## src/rtl/bpg_pkg.sv

```systemverilog
// Shared types and helpers for the bit population generator.
package bpg_pkg;

    typedef enum logic [1:0] {IDLE_S, GEN_S, DONE_S} state_e;

    localparam logic [15:0] LFSR_POLY = 16'hB400;

    function automatic int unsigned clamp_count(input int unsigned cnt, input int unsigned width);
        return (cnt > width) ? width : cnt;
    endfunction

endpackage

```

## src/rtl/bit_population_generator_lfsr16.sv

```systemverilog
// Free-running 16-bit Galois LFSR; shifts right and folds the poly in when bit 0 falls out.
module lfsr16
    import bpg_pkg::*;
#(
    parameter logic [15:0] SEED = 16'hACE1
) (
    input  logic        clk_i,
    input  logic        arstn_i,
    output logic [15:0] state_o
);

    logic [15:0] state_q;
    logic [15:0] state_d;

    always_comb begin
        state_d = {1'b0, state_q[15:1]} ^ (state_q[0] ? LFSR_POLY : 16'h0000);
    end

    always_ff @(posedge clk_i or negedge arstn_i) begin
        if (!arstn_i) state_q <= SEED;
        else          state_q <= state_d;
    end

    assign state_o = state_q;

endmodule

```

## src/rtl/bit_population_generator.sv

```systemverilog
// Produces a WIDTH-bit word with exactly min(count_i, WIDTH) bits set, one LFSR-driven
// bit decision per clock over a single wrapping sweep of positions.
module bit_population_generator
    import bpg_pkg::*;
#(
    parameter int          WIDTH     = 16,
    parameter logic [15:0] LFSR_SEED = 16'hACE1
) (
    input  logic                   clk_i,
    input  logic                   arstn_i,
    input  logic [$clog2(WIDTH):0] count_i,
    input  logic                   count_val_i,
    output logic                   count_ready_o,
    output logic [WIDTH-1:0]       data_o,
    output logic                   data_val_o,
    input  logic                   data_ready_i
);

    localparam int CW = $clog2(WIDTH) + 1;
    localparam int PW = $clog2(WIDTH);
    localparam logic [CW-1:0] WIDTH_C = CW'(WIDTH);

    state_e            state_q, state_d;
    logic [CW-1:0]     need_q, need_d;
    logic [CW-1:0]     visited_q, visited_d;
    logic [CW-1:0]     req_q, req_d;
    logic [PW-1:0]     pos_q, pos_d;
    logic [WIDTH-1:0]  mask_q, mask_d;
    logic [CW-1:0]     rem;
    logic              set_bit;
    logic [15:0]       lfsr_w;
    logic              lfsr_unused;

    lfsr16 #(.SEED(LFSR_SEED)) u_lfsr (
        .clk_i   (clk_i),
        .arstn_i (arstn_i),
        .state_o (lfsr_w)
    );

    assign lfsr_unused = ^lfsr_w;

    always_comb begin
        state_d   = state_q;
        need_d    = need_q;
        visited_d = visited_q;
        req_d     = req_q;
        pos_d     = pos_q;
        mask_d    = mask_q;
        rem       = WIDTH_C - visited_q;
        set_bit   = 1'b0;
        case (state_q)
            IDLE_S: begin
                if (count_val_i) begin
                    need_d    = CW'(clamp_count(32'(count_i), WIDTH));
                    req_d     = need_d;
                    mask_d    = '0;
                    pos_d     = (32'(lfsr_w[PW-1:0]) >= 32'(WIDTH)) ? '0 : lfsr_w[PW-1:0];
                    visited_d = '0;
                    state_d   = (need_d == '0) ? DONE_S : GEN_S;
                end
            end
            GEN_S: begin
                // Forced set once remaining positions equal remaining bits keeps the count exact.
                set_bit = (need_q != '0) && (lfsr_w[0] || (need_q == rem));
                if (set_bit) begin
                    mask_d[pos_q] = 1'b1;
                    need_d        = need_q - CW'(1);
                end
                pos_d     = (pos_q == PW'(WIDTH - 1)) ? '0 : pos_q + PW'(1);
                visited_d = visited_q + CW'(1);
                if ((need_d == '0) || (visited_q == CW'(WIDTH - 1))) state_d = DONE_S;
            end
            DONE_S: begin
                if (data_ready_i) state_d = IDLE_S;
            end
            default: state_d = IDLE_S;
        endcase
    end

    always_ff @(posedge clk_i or negedge arstn_i) begin
        if (!arstn_i) begin
            state_q   <= IDLE_S;
            need_q    <= '0;
            visited_q <= '0;
            req_q     <= '0;
            pos_q     <= '0;
            mask_q    <= '0;
        end else begin
            state_q   <= state_d;
            need_q    <= need_d;
            visited_q <= visited_d;
            req_q     <= req_d;
            pos_q     <= pos_d;
            mask_q    <= mask_d;
        end
    end

    assign data_o        = mask_q;
    assign data_val_o    = (state_q == DONE_S);
    assign count_ready_o = (state_q == IDLE_S);

    a_popcount : assert property (@(posedge clk_i) disable iff (!arstn_i)
        data_val_o |-> ($countones(data_o) == 32'(req_q)));

endmodule

```

## config.mk

```make
export PLATFORM = sky130hd
export DESIGN_NAME = bit_population_generator
export DESIGN_NICKNAME = d
export VERILOG_FILES = /design/src/rtl/bpg_pkg.sv /design/src/rtl/bit_population_generator_lfsr16.sv /design/src/rtl/bit_population_generator.sv
export SDC_FILE = /design/constraint.sdc
export NUM_CORES = 1
export LEC_CHECK = 0
export CORE_UTILIZATION = 51
export CTS_CLUSTER_SIZE = 25
export DETAILED_ROUTE_END_ITERATION = 16
export PLACE_DENSITY = 0.72
export SYNTH_ARGS = -nofsm -noshare
export SYNTH_HDL_FRONTEND = slang
export SYNTH_SLANG_ARGS = --single-unit
```

## constraint.sdc

```tcl
create_clock -name clk_i -period 2.4 [get_ports clk_i]
set_input_delay 0.24 -clock clk_i [delete_from_list [all_inputs] [get_ports clk_i]]
set_output_delay 0.24 -clock clk_i [all_outputs]
set_load 0.005 [all_outputs]
```

# Word-level counts from Yosys, hierarchy flattened
# Cells that the tools add are included.
# totals
output_inout_bits,18
register_bits,48
word_cells,57
in_bits,9
# classes
bitwise_logic,2
n_mux,21
n_eq_ne,9
reduce_logical,12
magnitude_cmp,3
add_sub_neg,4
# ops
op,count
two-way mux 16 bit,3
one-hot mux 16 bit (2 select lines),1
two-way mux 5 bit,5
one-hot mux 5 bit (2 select lines),2
bitwise OR 16 bit,1
bitwise XOR 15 x 16 -> 16 bit,1
zero test 5 bit,2
two-way mux 2 bit,4
two-way mux 4 bit,2
one-hot mux 4 bit (2 select lines),1
inequality test 2 bit (second input constant),3
one-hot mux 2 bit (3 select lines),1
AND reduction 3 bit,2
adder 5 x 1 -> 5 bit (second input constant),1
== test 5 x 4 -> 1 bit (second input constant),1
== test 5 bit,1
greater-than comparator 5 bit (second input constant),1
less-than comparator 4 x 5 -> 1 bit (second input constant),1
nonzero test 5 bit,1
subtractor 5 x 1 -> 5 bit (second input constant),1
subtractor 5 bit (first input constant),1
adder 4 x 1 -> 4 bit (second input constant),1
demux 1 bit (select 4 bit),1
== test 4 bit (second input constant),1
other kinds (10),12

# Logic depth before layout (Yosys ltp)
# Gate-level depths: netlist of run 1.
# depth
ltp_word,10
ltp_mapped,10
mapped_depth_nobuf,9

# By module
# A second synthesis of run 1 with hierarchy kept.
# unflattened
hier_cells,227
area_unflattened_um2,2451.1
# modules_own_cells
mod,instances,cells_per_inst,area_each_um2
bit_population_generator,1,195,1916.8
lfsr16,1,32,534.3

# Least setup slack after synthesis of run 1
# OpenSTA, ideal clock, no wires.
# synth_path
path_kind,register -> register
start,register need_q[0]
end,register state_q[1]
stages_incl_launch_ff,11
synth_period_minus_slack_ns,2.193
path_slack_ns,0.207
t_required_ns,2.281
arrival_time_ns,2.075
path_cell_list,dfrtp_1 > clkbuf_1 > inv_1 > ha_1 > inv_1 > or3_1 > nor2_1 > nand4b_1 > o211ai_1 > a211o_1 > o21a_1
# synth_between
elab_chain_cells,9
# synth_rtl
item,line,text
from (decl),bit_population_generator.sv:24,"logic [CW-1:0] need_q, need_d;"
from (signal assigned),bit_population_generator.sv:90,need_q <= need_d;
branches (longest 3 deep; another with subtractor 5 x 1 -> 5 bit),--,
two-way mux 5 bit (*),bit_population_generator.sv:65,if (set_bit) begin
two-way mux 5 bit (*),bit_population_generator.sv:51,case (state_q)
zero test 5 bit (*),bit_population_generator.sv:71,if ((need_d == '0) || (visited_q == CW'(WIDTH - 1))) state_d = DONE_S;
logical OR 1 bit (*),bit_population_generator.sv:71,
inequality test 2 bit (no source line) (*),--,
AND reduction 3 bit (no source line) (*),--,
to (signal assigned),bit_population_generator.sv:89,state_q <= state_d;
to (decl),bit_population_generator.sv:23,"state_e state_q, state_d;"
# Mark *: on every way between the ends. The select of a mux whose other input is x is not followed.
# A chain may end at the register's enable or synchronous reset.

# Final worst setup path of run 1
# layout_path
start,register visited_q[1]
end,"register mask_q[3], in the netlist data_o[3]"
# layout_between
elab_chain_cells,6
# layout_rtl
item,line,text
from (decl),bit_population_generator.sv:25,"logic [CW-1:0] visited_q, visited_d;"
from (signal assigned),bit_population_generator.sv:91,visited_q <= visited_d;
subtractor 5 bit,bit_population_generator.sv:49,rem = WIDTH_C - visited_q;
== test 5 bit,bit_population_generator.sv:64,set_bit = (need_q != '0) && (lfsr_w[0] || (need_q == rem));
logical OR 1 bit,bit_population_generator.sv:64,
logical AND 1 bit,bit_population_generator.sv:64,
inequality test 2 bit (no source line),--,
AND reduction 3 bit (no source line),--,
to (signal assigned),bit_population_generator.sv:94,mask_q <= mask_d;
to (decl),bit_population_generator.sv:28,"logic [WIDTH-1:0] mask_q, mask_d;"
# Every way passes these cells.

==> results of run 1 <==
==> power groups by stage <==
stage	logic [mW]	clock network (mW)	registers (mW)
after floorplan	1.05	0	1.08
after global placement	1.33	0	1.18
after CTS	1.37	0.618	1.17
final	1.41	0.608	1.17
after detailed placement	1.36	0	1.18
after global routing	1.57	0.655	1.20
==> cell usage after synthesis, types with 2 or more instances <==
cell      count  area [um2]
dfrtp_1      40        1000
a22o_1       18         158
inv_1        13        48.8
nor2_1       11        41.3
a21oi_1      10        50.1
dfstp_2       8         210
ha_1          8         100
nor3_1        7        35.0
o21ai_0       7        35.0
and3_1        6        37.5
clkbuf_1      6        22.5
nand2_1       6        22.5
nand2b_1      6        37.5
nand3_1       6        30.0
nor2b_1       6        37.5
xor2_1        5        43.8
xnor2_1       4        35.0
a211oi_1      3        22.5
a31oi_1       3        18.8
buf_2         3        15.0
o211ai_1      3        22.5
o22ai_1       3        18.8
a211o_1       2        17.5
a222oi_1      2        20.0
a31o_2        2        17.5
o22a_1        2        17.5
or2_2         2        12.5
or4_1         2        15.0
==> cells by family (layout without fill, tap and decap cells) <==
| family | after synthesis | after routing | synth area share, % |
|---|---|---|---|
| and+or+nand+nor | 64 | 64 | 16.4 |
| xor gates and xnor gates | 9 | 9 | 3.38 |
| DFF | 48 | 48 | 51.9 |
| adders and majority gates | 8 | 8 | 4.29 |
| buffers and inverters | 25 | 61 | 4.40 |
| muxes | 2 | 2 | 0.912 |
| AOI/OAI and AO/OA | 59 | 59 | 18.8 |
==> per-layer routing <==
metal  track usage, %  share of wire [%]  up-vias
met3             5.09                3.4        4
met4             5.33               0.58        0
li1                 -                  -      841
met5                0                  0        -
met2             34.7                 46       34
met1             32.1                 50      912
==> cell type report <==
class | instances | area, um2 | area share (%)
sequential | 48 | 1210 | 42.8
tap | 52 | 65.1 | 2.30
clock inverter | 2 | 38.8 | 1.37
timing repair buffer | 40 | 363 | 12.8
clock buffer | 6 | 82.6 | 2.92
multi-input combinational | 142 | 1020 | 36.0
inverter | 13 | 48.8 | 1.72
==> worst paths after layout <==
path	from	endpoint	cells after the start	slack, ps
setup / recovery	visited_q[1]	data_o[3]	11	80
hold / removal	u_lfsr.state_o[4]	u_lfsr.state_o[3]	0	350
setup reg to reg	visited_q[1]	data_o[3]	11	80
hold reg to reg	u_lfsr.state_o[4]	u_lfsr.state_o[3]	0	350
max in group asynchronous	arstn_i	u_lfsr.state_o[0]	3	1260
min in group asynchronous	arstn_i	visited_q[0]	2	380
==> state kept, by name, summed over array words and instances, names as in the netlist <==
signal	flops
state_q	2
pos_q	4
need_q	5
u_lfsr.state_o	16
visited_q	5
data_o	16
==> cells in the final DEF, fill, tap and decap left out, types with 2 or more instances in the layout <==
master and n:
dfrtp_1 40, clkdlybuf4s50_1 25, a22o_1 18, inv_1 13, buf_4 13, nor2_1 11, a21oi_1 10, ha_1 8
dfstp_2 8, nor3_1 7, o21ai_0 7, and3_1 6, nor2b_1 6, nand2b_1 6, nand2_1 6, nand3_1 6
clkbuf_8 6, xor2_1 5, xnor2_1 4, o22ai_1 3, a211oi_1 3, o211ai_1 3, a31oi_1 3, or2_2 2
a211o_1 2, a31o_2 2, a222oi_1 2, or4_1 2, o22a_1 2
==> repair_timing <==
item / 4_1_cts / 5_1_grt
endpoints found under the setup margin: 0 / 3
hold endpoints to repair: 13 / 0
setup buffers: 0 / 4
hold buffers: 1 / 0
==> stage by stage <==
step                      std cells  setup WS [ps]  area [um2]  hold WS [ps]  utilization [%]
final                           303           80.6        2830           354             64.5
after global placement          290            213        2670           176             60.8
after global routing            303          -30.6        2830           368             64.5
after detailed placement        290            105        2670           177             60.8
after floorplan                 215            207        2330         -55.6                -
after CTS                       299            106        2800           357             63.8
==> results.json, run 1 <==
{
  "start_util_pct": 53.2,
  "syn_to_final_growth_pct": 21.2,
  "finalPower_mw": 3.19,
  "p_clk_share_pct": 19.0,
  "numCtsBuffers": 5,
  "fp.dieH_um": 69.6,
  "switchingPower_mw": 1.25,
  "peakVddDrop_v": 0.000639,
  "final_nets": 267,
  "finalWirelength_um": 4960,
  "synth-edff-count": 0,
  "path_class": "reg -> reg",
  "syn_area_per_cell_um2": 10.9,
  "ant_nets": 0,
  "overflow": 0,
  "clk_latency_ps": 290,
  "worst_ep_required_time_ps": 2590,
  "setup_tns_ps": 0,
  "cp.arrival_ps": 2510,
  "rsz0062_at_grt": "yes",
  "yosysWarnings": 0,
  "drive_gt1_share_pct": 15.9,
  "drc_errors": 0,
  "grt_pass1_wl_um": 8460,
  "netSwitchingFraction_pct": 39.2,
  "place_hpwl_um": 3570,
  "period_share_pct": 96.6,
  "root_buffer": "clkbuf_8",
  "drt-vias-per-instance": 5.91,
  "syn-cell-area_um2": 2330,
  "vias": 1791,
  "clock-skew-final_ps": 5.37,
  "grt_max_degree": 34,
  "die_w_um": 69.6,
  "drt_iter0_drc": 141,
  "cts_resized": 0,
  "power_frac_seq_pct": 36.7,
  "path_cells": "inv_1, ha_1, nor2b_1, a211o_1, a31o_2, a21oi_4, buf_4, buf_4, nor4_2, buf_4, a22o_1",
  "clock_sinks": 48,
  "synthArstFlopShare_pct": 100,
  "crit_family": "compound AO/OA/AOI/OAI gates",
  "p_per_area_nw_per_um2": 1130,
  "fillCellCount": 356,
  "power.internal_mw": 1.94,
  "hold_viol": 0,
  "p_comb_share_pct": 44.2,
  "antenna_found_initial": 0,
  "clkTransAtPathRegs_ps": 90,
  "slew_headroom_pct": 64.0,
  "yosys_register_bits": 48,
  "coreArea_um2": 4380,
  "hp-class": "reg -> reg",
  "die_area_um2": 4850,
  "worstMarginPinSlew_ps": 537,
  "drv_cap": 0,
  "drt-pass1-iter-count": 4,
  "synth.distinct_cells": 49,
  "cpMostUsedCell": "buf_4",
  "ys.flop_type": "dfrtp_1",
  "avgRoutedWirePerCell_um": 16.4,
  "grtUsageTotal_pct": 22.4,
  "status": "completed",
  "seq_area_frac_synth_pct": 51.9,
  "timing.fmax_ghz": 0.431,
  "slowest_delay_ps": 400,
  "worst_setup_path_end_kind": "flop",
  "syn-num-nets": 232,
  "antenna_cells": 0,
  "place.gp.congestion": 0.884,
  "clk_path_buf_depth": 2,
  "critPathBufInv": 4,
  "leakage_nw": 1.29,
  "grt_pass1_vias": 1754,
  "layout_min_cycle_time_ps": 2320,
  "cts_tree": "done",
  "fp-row-count": 24,
  "slowest_stage": "dfrtp_1",
  "syn_inst": 215,
  "ctsHtreeMaxLevel": 2,
  "io_pins": 27,
  "worst-path-max-fanout": 4,
  "cp-start-kind": "flop",
  "finalSetupViolCount": 0,
  "drv_slew": 0,
  "port-buffer-count": 26
}
Note: power is estimated with default switching activity, not from simulation.
==> inputs of run 2 (changes only) <==
CTS_CLUSTER_SIZE = not set   (was 25)
==> results of run 2 <==
The final DEF is identical to that of run 1; final timing and power are the same.
